$ cat src/rtl/vga_plot_arbiter.sv
// Shares the VGA adapter pixel-write port between food, snake and a full-screen clear sweep.
// Optional: define PLOT_ARB_CLIP_EN to drop (but still consume) off-screen request pixels.
module vga_plot_arbiter #(
    parameter int unsigned X_W      = 8,
    parameter int unsigned Y_W      = 7,
    parameter int unsigned COL_W    = 3,
    parameter int unsigned SCREEN_W = 160,
    parameter int unsigned SCREEN_H = 120
) (
    input  logic             clk,
    input  logic             reset,
    input  logic             clear_req,
    input  logic [COL_W-1:0] clear_colour,
    output logic             clear_busy,
    input  logic             req0,
    input  logic [X_W-1:0]   x0,
    input  logic [Y_W-1:0]   y0,
    input  logic [COL_W-1:0] col0,
    input  logic             req1,
    input  logic [X_W-1:0]   x1,
    input  logic [Y_W-1:0]   y1,
    input  logic [COL_W-1:0] col1,
    output logic             gnt0,
    output logic             gnt1,
    output logic [X_W-1:0]   plot_x,
    output logic [Y_W-1:0]   plot_y,
    output logic [COL_W-1:0] plot_colour,
    output logic             plot
);

    typedef enum logic {
        ARB   = 1'b0,
        CLEAR = 1'b1
    } state_t;

    localparam logic [X_W-1:0] X_LAST = X_W'(SCREEN_W - 1);
    localparam logic [Y_W-1:0] Y_LAST = Y_W'(SCREEN_H - 1);

    state_t           state_q, state_d;
    logic             last_q, last_d;
    logic [X_W-1:0]   cx_q, cx_d;
    logic [Y_W-1:0]   cy_q, cy_d;
    logic [COL_W-1:0] colour_q, colour_d;
    logic             plot_d;
    logic [X_W-1:0]   plot_x_d;
    logic [Y_W-1:0]   plot_y_d;
    logic [COL_W-1:0] plot_colour_d;

    // Pixel chosen by the arbiter this cycle
    logic             xfer;
    logic [X_W-1:0]   sel_x;
    logic [Y_W-1:0]   sel_y;
    logic [COL_W-1:0] sel_col;

    // State and output registers
    always_ff @(posedge clk) begin
        if (reset) begin
            state_q     <= ARB;
            last_q      <= 1'b1;
            cx_q        <= '0;
            cy_q        <= '0;
            colour_q    <= '0;
            plot        <= 1'b0;
            plot_x      <= '0;
            plot_y      <= '0;
            plot_colour <= '0;
        end else begin
            state_q     <= state_d;
            last_q      <= last_d;
            cx_q        <= cx_d;
            cy_q        <= cy_d;
            colour_q    <= colour_d;
            plot        <= plot_d;
            plot_x      <= plot_x_d;
            plot_y      <= plot_y_d;
            plot_colour <= plot_colour_d;
        end
    end

    // Next state, grants and next pixel
    always_comb begin
        state_d       = state_q;
        last_d        = last_q;
        cx_d          = cx_q;
        cy_d          = cy_q;
        colour_d      = colour_q;
        plot_d        = 1'b0;
        plot_x_d      = plot_x;
        plot_y_d      = plot_y;
        plot_colour_d = plot_colour;
        gnt0          = 1'b0;
        gnt1          = 1'b0;
        xfer          = 1'b0;
        sel_x         = x0;
        sel_y         = y0;
        sel_col       = col0;

        case (state_q)
            ARB: begin
                if (clear_req) begin
                    colour_d = clear_colour;
                    cx_d     = '0;
                    cy_d     = '0;
                    state_d  = CLEAR;
                end else if (req0 && (!req1 || last_q)) begin
                    gnt0   = 1'b1;
                    xfer   = 1'b1;
                    last_d = 1'b0;
                end else if (req1) begin
                    gnt1    = 1'b1;
                    xfer    = 1'b1;
                    last_d  = 1'b1;
                    sel_x   = x1;
                    sel_y   = y1;
                    sel_col = col1;
                end

                if (xfer) begin
`ifdef PLOT_ARB_CLIP_EN
                    if ((sel_x <= X_LAST) && (sel_y <= Y_LAST)) begin
                        plot_d        = 1'b1;
                        plot_x_d      = sel_x;
                        plot_y_d      = sel_y;
                        plot_colour_d = sel_col;
                    end
`else
                    plot_d        = 1'b1;
                    plot_x_d      = sel_x;
                    plot_y_d      = sel_y;
                    plot_colour_d = sel_col;
`endif
                end
            end

            CLEAR: begin
                plot_d        = 1'b1;
                plot_x_d      = cx_q;
                plot_y_d      = cy_q;
                plot_colour_d = colour_q;
                // Raster walk; terminal compares keep cx/cy from overflowing
                if (cx_q == X_LAST) begin
                    cx_d = '0;
                    if (cy_q == Y_LAST) begin
                        cy_d    = '0;
                        state_d = ARB;
                    end else begin
                        cy_d = cy_q + Y_W'(1);
                    end
                end else begin
                    cx_d = cx_q + X_W'(1);
                end
            end

            default: state_d = ARB;
        endcase

        if (reset) begin
            gnt0 = 1'b0;
            gnt1 = 1'b0;
        end
    end

    assign clear_busy = (state_q == CLEAR);

endmodule

$ cat config.mk
export PLATFORM = sky130hd
export DESIGN_NAME = vga_plot_arbiter
export DESIGN_NICKNAME = d
export VERILOG_FILES = /design/src/rtl/vga_plot_arbiter.sv
export SDC_FILE = /design/constraint.sdc
export NUM_CORES = 1
export LEC_CHECK = 0
export CORE_UTILIZATION = 35
export DETAILED_ROUTE_END_ITERATION = 6
export DONT_BUFFER_PORTS = 1
export PLACE_DENSITY_LB_ADDON = 0.2
export SLEW_MARGIN = 20
export SYNTH_ARGS = -nofsm -noshare
export SYNTH_HDL_FRONTEND = slang
export SYNTH_SLANG_ARGS = --single-unit
$ cat constraint.sdc
create_clock -name clk -period 2 [get_ports clk]
set_input_delay 0.4 -clock clk [delete_from_list [all_inputs] [get_ports clk]]
set_output_delay 0.4 -clock clk [all_outputs]
set_load 0.01 [all_outputs]
==> run_results.csv, run 1 <==
group,metric,value,unit
power_and_ir_drop,powerDensity,702,nW/um^2
placement,numPortBuffers,0,
synth,ys_top_cells_by_count,"dfxtp_1, nand2_1, mux2i_1, inv_1",
clock_network,root_buffer,"clkbuf_8",
synth,synth-seq-cells,39,
routing,drtIter0Drc,91,
global_routing,grt_max_degree,25,
routing,antenna_left,0,
sta,drv_slew,0,
status,status,"complete, no violations",
global_routing,antenna_found_initial,0,
synth,synth_top_area_share,0.401,
layout,syn2layout_area_growth,8.79,%
synth,yosysMostFrequentCell,"dfxtp_1",
synth,yosysSeqAreaShare,0.401,
placement,gp_congestion,0.805,
synth,yosys.area.top_type,"dfxtp_1",
synth,synth_edf_count,0,
die,fp.dieArea,5870,um^2
worst_setup_path,critPathArrivalTime,1430,ps
routing,wl_met1,2.14,mm
global_routing,grt_pass1_vias,1544,
routing,wl_met3,293,um
routing,drc_errors,0,
synth,ys_types,43,
worst_setup_path,critPathSlowestCell,"or3_1",
layout,multi_input_area,1030,um^2
worst_setup_path,cp.buffers_inverters,1,
clock_network,cts_buffer_depth,2,
clock_network,cts_resized,0,
global_routing,gr-total-overflow,0,
die,die_w,76.6,um
clock_network,clk_latency,290,ps
clock_network,numCtsBuffers,5,
worst_setup_path,crit_type,"register to output pin",
sta,hold_violations,0,
layout,post-route-util,0.405,
clock_network,cts_hold_buf,0,
worst_setup_path,crit_fanout,4,
synth,postSynthCellCount,225,
sta,setup_tns,0,ps
clock_network,numClockSinks,39,
synth,syn-mean-instance-area,8.66,um^2
synth,synthArstFlopShare,0,
layout,n_antenna_cell,0,
die,row_count,26,
routing,wl_per_cell,15.6,um
routing,vias_per_cell,5.28,
worst_setup_path,cp_slowest_stage_delay,450,ps
clock_network,postCtsSetupBuffers,0,
routing,first_pass_iters,5,
worst_setup_path,required,1600,ps
worst_setup_path,path_delay_family,"simple AND/OR/NAND/NOR gates",
synth,synthesis.area,1950,um^2
global_routing,grt_pass1_wl,7.76,mm
routing,top_layer,"met4",
power_and_ir_drop,p_leak,0.703,nW
worst_setup_path,worstSetupStartpointType,"register",
sta,fin_crit,1830,ps
power_and_ir_drop,ir_drop,229,uV
routing,wirelength,4.63,mm
layout,register_area,781,um^2
clock_network,cts_tree,"done",
worst_setup_path,worstPathCellList,"or3_1 > nor3b_1 > buf_4",
sta,final-setup-viol-count,0,
hold_path,hp-class,"input pin to register",
worst_setup_path,cp-end-kind,"output pin",
die,initial_core_util,0.372,
job,drv_cap,0,
clock_network,path_clk_slew,70,ps
synth,synthFlopType,"dfxtp_1",
sta,fin_crit_sh,0.917,
placement,dp_hpwl,3.33,mm
sta,rsz0062_at_grt,"false",
global_routing,grt_usage,0.168,
die,pin_count,66,
clock_network,h-tree-depth,2,
die,coreArea,5240,um^2
sta,slew_headroom,0.573,
routing,vias,1573,
layout,nets,273,
synth,syn-num-nets,271,
sta,fmax,545,MHz
sta,skew,3.11,ps
routing,wl_met2,2.15,mm
synth,synth_area_leaders,"dfxtp_1, mux2i_1, o221ai_1",
synth,yosysWarnings,0,
layout,fillCellCount,545,
die,die_y,76.6,um
sta,worst_pin_slew,641,ps
layout,drive_gt1_frac,0.0833,
[per-stage QoR]
stage / hold slack [ps] / cells / power (mW) / cell area, um^2 / setup WS, ps
floorplan: 432 / 225 / 0.968 / 1950 / 335
global placement: 445 / 290 / 0.996 / 2040 / 282
detailed placement: 448 / 290 / 0.998 / 2040 / 278
CTS: 161 / 298 / 1.51 / 2120 / 147
global route: 156 / 298 / 1.57 / 2120 / 76.8
finish: 175 / 298 / 1.49 / 2120 / 165
[routing by layer]
layer  track usage  up-vias
met3        0.0599        5
li1              -      814
met5             0        -
met1         0.215      718
met4        0.0462        0
met2         0.265       36
[state kept, by name (all words and copies together), names as in the netlist]
signal / cells
colour_q: 3
plot: 1
cy_q: 7
cx_q: 8
plot_y: 7
clear_busy: 1
plot_x: 8
plot_colour: 3
last_q: 1
[worst paths after layout]
check / from / endpoint / slack [ps] / depth (start not counted)
min: reset / cy_q[3] / 170 / 1
min reg2reg: colour_q[1] / plot_colour[1] / 470 / 2
max reg2reg: cx_q[0] / cy_q[6] / 250 / 5
max: clear_busy / gnt0 / 170 / 3
[report_power, final]
group | internal (mW) | switching (mW) | leakage (nW)
Combinational | 0.0614 | 0.0764 | 0.343
Sequential | 0.807 | 0.0319 | 0.318
Clock | 0.245 | 0.267 | 0.0422
Total | 1.11 | 0.375 | 0.703
[cells in the final DEF, fill, tap and decap left out, types with 7 or more instances in the layout]
cell type | netlist | final
nand2_1 | 26 | 26
mux2i_1 | 22 | 22
inv_1 | 19 | 19
dfxtp_1 | 39 | 39
o221ai_1 | 16 | 16
nor2_1 | 16 | 16
nand3_1 | 9 | 9
a21oi_1 | 7 | 7
nor2b_1 | 7 | 7
buf_4 | 2 | 9
[final cells by class]
cell class,instances,area share
clock inverters,1,0.00236
repair buffers,9,0.0319
clock buffers,7,0.0360
well taps,70,0.0413
flip-flops and latches,39,0.368
multi-input cells,153,0.487
inverters,19,0.0336
[worst reg2reg max path: stages, from the launching register on]
cell	delay [ps]
dfxtp_1	440
ha_1	250
and4_1	270
o211a_4	220
or3b_1	350
a31oi_1	160
[cells by family after synthesis]
kind of cell / Yosys count / synth area share
xor gates and xnor gates: 2 / 0.00899
buffers and inverters: 33 / 0.0700
adders and majority gates: 2 / 0.0128
DFF: 39 / 0.401
and+or+nand+nor: 77 / 0.200
AOI/OAI and AO/OA: 50 / 0.194
muxes: 22 / 0.113
Power figures use the tool's default switching activity.
==> run 2: changes to the inputs <==
CORE_MARGIN = 5   (was default)
CORE_UTILIZATION = 53   (was 35)
==> run 2 against run 1 <==
Sequential power about the same. Die area decreased by 15%. Count of clock-buffer cells in the layout fell by 2. Critical endpoint unchanged. Routed wire length fell by 1.0%. Via count increased by 3.9%. Register-to-register slack got worse by 60 ps. Worst hold slack worse by 0.50 ps.
==> run_results.csv, run 2 (same netlist as run 1, synthesis figures left out) <==
group,metric,value,unit
global_routing,antenna_found_initial,0,
sta,setup_tns,0,ps
routing,wl_per_cell,16.7,um
clock_network,path_clk_slew,70,ps
worst_setup_path,cp-end-kind,"output pin",
worst_setup_path,r2r-end,"cy_q[3]",
layout,syn2layout_area_growth,8.66,%
routing,vias,1634,
clock_network,cts_buffer_depth,2,
die,die_y,70.6,um
die,coreArea,3610,um^2
sta,fmax,532,MHz
power_and_ir_drop,p_leak,0.711,nW
die,fp.dieArea,4990,um^2
placement,pre_cts_ws,238,ps
clock_network,h-tree-depth,2,
layout,n_antenna_cell,0,
layout,post-route-util,0.587,
placement,dp_hpwl,3.48,mm
worst_setup_path,worstSetupStartpointType,"register",
routing,drc_errors,0,
global_routing,grt_usage,0.188,
sta,slew_headroom,0.548,
die,pin_count,66,
sta,fin_hold_ws,174,ps
sta,rsz0062_at_grt,"false",
worst_setup_path,worstPathCellList,"or3_4 > nor3b_1 > buf_4",
sta,skew,5.67,ps
layout,drive_gt1_frac,0.0929,
hold_path,worstHoldStart,"reset",
global_routing,gr-usage-met2,0.315,
sta,fin_crit,1880,ps
worst_setup_path,cp_num_cells,3,
clock_network,cts_tree,"done",
sta,drv_slew,0,
global_routing,grt_pass1_vias,1603,
status,status,"complete, no violations",
global_routing,grtUsageMet1,0.216,
global_routing,top_usage_layer,"met2",
clock_network,clk_latency,300,ps
hold_path,worstHoldEndpoint,"cx_q[1]",
power_and_ir_drop,ir_drop,442,uV
global_routing,use_met3,0.0795,
routing,antenna_left,0,
routing,drtIter0Drc,71,
worst_setup_path,path_delay_family,"simple AND/OR/NAND/NOR gates",
worst_setup_path,r2r_slack,190,ps
hold_path,hp-class,"input pin to register",
global_routing,gr-total-overflow,0,
clock_network,numCtsBuffers,5,
placement,gp_congestion,0.798,
placement,numPortBuffers,0,
sta,final-setup-viol-count,0,
worst_setup_path,r2r_cells,6,
clock_network,postCtsSetupBuffers,0,
sta,layout_setup_ws,121,ps
job,drv_cap,0,
die,row_count,22,
worst_setup_path,critPathSlowestCell,"or3_4",
die,initial_core_util,0.541,
routing,wirelength,4.59,mm
worst_setup_path,cp_slowest_stage_delay,440,ps
clock_network,root_buffer,"clkbuf_8",
sta,fin_crit_sh,0.939,
power_and_ir_drop,fin_total_pwr,1.63,mW
worst_setup_path,cp.buffers_inverters,1,
layout,nets,271,
global_routing,grt_max_degree,25,
global_routing,grt_pass1_wl,7.56,mm
routing,first_pass_iters,4,
routing,vias_per_cell,5.96,
worst_setup_path,crit_type,"register to output pin",
worst_setup_path,critPathArrivalTime,1480,ps
sta,hold_violations,0,
clock_network,numClockSinks,39,
hold_path,holdPathStages,1,
worst_setup_path,required,1600,ps
sta,worst_pin_slew,677,ps
layout,top_regs,"cx_q: 8 flops, plot_x: 8 flops",
layout,mostFrequentLayoutCells,"dfxtp_1, nand2_1, mux2i_1, inv_1",
die,die_w,70.6,um
worst_setup_path,crit_fanout,9,
worst_setup_path,reg2reg_from,"cx_q[0]",
layout,final_common_cell,"dfxtp_1",
power_and_ir_drop,powerDensity,770,nW/um^2
[run 2: cell types whose count changed in the layout (fill, tap and decap cells not counted), sizes merged]
cell | previous run | this run
bufinv | 0 | 1
clkbuf | 7 | 5
buf | 9 | 7
clkinv | 1 | 2
[run 2: layer usage]
layer,up-vias,share of wire
met5,-,0
met4,0,0.010
met3,5,0.090
met2,62,0.49
met1,761,0.41
li1,806,-
[run 2: repair_timing]
item	4_1_cts	5_1_grt
gates resized for setup	0	1
hold buffers	0	0
setup endpoints to repair	0	1
[run 2: area by class of cell]
| class | instances | area, um^2 |
|---|---|---|
| clock buffer | 5 | 68.8 |
| clock inverter | 3 | 43.8 |
| fill | 341 | 1490 |
| inverter | 19 | 71.3 |
| multi-input combinational | 153 | 1040 |
| sequential | 39 | 781 |
| tap | 48 | 60.1 |
| timing repair buffer | 7 | 52.6 |
[run 2: report_power, final]
group / leakage, nW / switching (mW) / internal, mW
clock network: 0.0581 / 0.285 / 0.371
registers: 0.318 / 0.0340 / 0.807
logic: 0.335 / 0.0733 / 0.0610
total: 0.711 / 0.392 / 1.24
[run 2: through the flow]
stage / cell area (um^2) / std cells
5_1_grt: 2120 / 274
4_1_cts: 2110 / 274
3_5_place_dp: 2000 / 266
3_3_place_gp: 2000 / 266
6_report: 2120 / 274
2_1_floorplan: 1950 / 225
[run 2: worst max-delay path by stage]
stage          slack, ps       to       start
2_1_floorplan        330     gnt0   clear_req
3_3_place_gp         310  cy_q[3]     cx_q[0]
3_5_place_dp         240  cy_q[3]     cx_q[0]
4_1_cts               80     gnt0  clear_busy
5_1_grt               20     gnt0  clear_busy
6_report             120     gnt0  clear_busy
==> run 3: changes to the inputs <==
==> constraint.sdc (replaced) <==
create_clock -name clk -period 1.55 [get_ports clk]
set_input_delay 0.31 -clock clk [delete_from_list [all_inputs] [get_ports clk]]
set_output_delay 0.31 -clock clk [all_outputs]
set_load 0.1 [all_outputs]
==> run 3 against run 2 <==
Combinational power grew to 3.8 times the previous value. Non-clock buffer count grew 35. Largest cell class unchanged. Via count grew 12%. Largest power group unchanged. Die area is the same. The flow now finishes with violations (negative setup slack).
==> run_results.csv, run 3 (same netlist as run 1, synthesis figures left out) <==
group,metric,value,unit
clock_network,numCtsBuffers,5,
sta,hold_violations,0,
routing,drtIter0Drc,102,
layout,syn2layout_area_growth,29.6,%
die,pin_count,66,
routing,wl_per_cell,17.3,um
die,coreArea,3610,um^2
sta,setup_tns,-371,ps
routing,first_pass_iters,4,
layout,mostFrequentLayoutCells,"buf_4, dfxtp_1, nand2_1, mux2i_1, inv_1",
worst_setup_path,crit_fanout,3,
die,row_count,22,
hold_path,hp-class,"input pin to register",
sta,fin_crit,1750,ps
worst_setup_path,worstSetupStartpointType,"register",
worst_setup_path,cp-end-kind,"output pin",
clock_network,clk_latency,290,ps
global_routing,gr-total-overflow,0,
sta,rsz0062_at_grt,"true",
clock_network,path_clk_slew,80,ps
worst_setup_path,crit_type,"register to output pin",
placement,postPlaceCellArea,2300,um^2
worst_setup_path,critPathArrivalTime,1440,ps
sta,drv_slew,0,
routing,drc_errors,0,
sta,fmax,573,MHz
power_and_ir_drop,powerDensity,941,nW/um^2
global_routing,antenna_found_initial,0,
die,die_y,70.6,um
clock_network,root_buffer,"clkbuf_8",
routing,vias_per_cell,5.94,
global_routing,grt_usage,0.219,
global_routing,grt_max_degree,25,
global_routing,gr-usage-met2,0.402,
power_and_ir_drop,ir_drop,467,uV
global_routing,top_usage_layer,"met2",
sta,fin_crit_sh,1.13,
global_routing,grt_pass1_wl,8.73,mm
worst_setup_path,required,1240,ps
clock_network,cts_tree,"done",
clock_network,numClockSinks,39,
layout,fin_area,2530,um^2
layout,nets,306,
layout,n_antenna_cell,0,
layout,final_common_cell,"buf_4",
job,drv_cap,0,
routing,wirelength,5.35,mm
sta,slew_headroom,0.781,
die,initial_core_util,0.541,
layout,drive_gt1_frac,0.280,
sta,layout_setup_ws,-196,ps
clock_network,h-tree-depth,2,
placement,numPortBuffers,0,
die,fp.dieArea,4990,um^2
clock_network,cts_hold_buf,0,
status,status,"finished with violations",
sta,final-setup-viol-count,2,
global_routing,grt_pass1_vias,1866,
layout,fin_cells,309,
routing,antenna_left,0,
sta,worst_pin_slew,328,ps
placement,pre_cts_ws,-16.8,ps
power_and_ir_drop,p_leak,0.926,nW
global_routing,grtUsageMet1,0.234,
sta,skew,6.64,ps
layout,fillCellCount,257,
placement,gp_congestion,0.842,
status,violations,"negative setup slack",
layout,top_regs,"cx_q: 8 flops, plot_x: 8 flops",
placement,place_inst,299,
routing,vias,1835,
placement,dp_hpwl,3.84,mm
die,die_w,70.6,um
sta,fin_hold_ws,78.8,ps
clock_network,cts_buffer_depth,2,
global_routing,use_met3,0.0653,
run 3: final timing paths:
path | startpoint | end | slack [ps] | depth (start not counted)
setup / recovery | clear_busy | gnt0 | -200 | 3
hold / removal | reset | cx_q[0] | 80 | 1
setup reg to reg | cy_q[1] | cy_q[4] | 40 | 6
hold reg to reg | colour_q[2] | plot_colour[2] | 480 | 2
run 3: where the power goes:
part	switching, mW	internal, mW
clock network	0.353	0.456
logic	0.367	0.149
registers	0.0166	1.04
run 3: critical path: stages (launching register included):
cell and delay, ps:
dfxtp_4 350, or3_4 370, nor3b_4 230, buf_12 200
run 3: timing repair:
action / 4_1_cts / 5_1_grt
pin swaps: 2 / 4
buffers inserted: 2 / 0
hold endpoints to repair: 0 / 0
setup endpoints to repair: 4 / 20
gates cloned: 0 / 0
resized for setup: 6 / 19
run 3: routing by layer:
metal,part of all wire,vias to the layer above
met5,0,-
met4,0.015,0
met3,0.075,10
met2,0.54,78
met1,0.37,863
li1,-,884
run 3: area by class of cell:
class	instances	area, um^2	area share
clock inverter	1	5.00	0.00198
sequential	39	797	0.316
multi-input combinational	153	1110	0.440
clock buffer	7	108	0.0426
inverter	19	71.3	0.0282
tap	48	60.1	0.0238
timing repair buffer	42	373	0.148
run 3: through the flow:
stage               total power, mW  utilization
floorplan                      1.47            -
global placement               1.56        0.639
detailed placement             1.57        0.639
CTS                            2.39        0.683
global route                   2.47        0.701
finish                         2.38        0.701
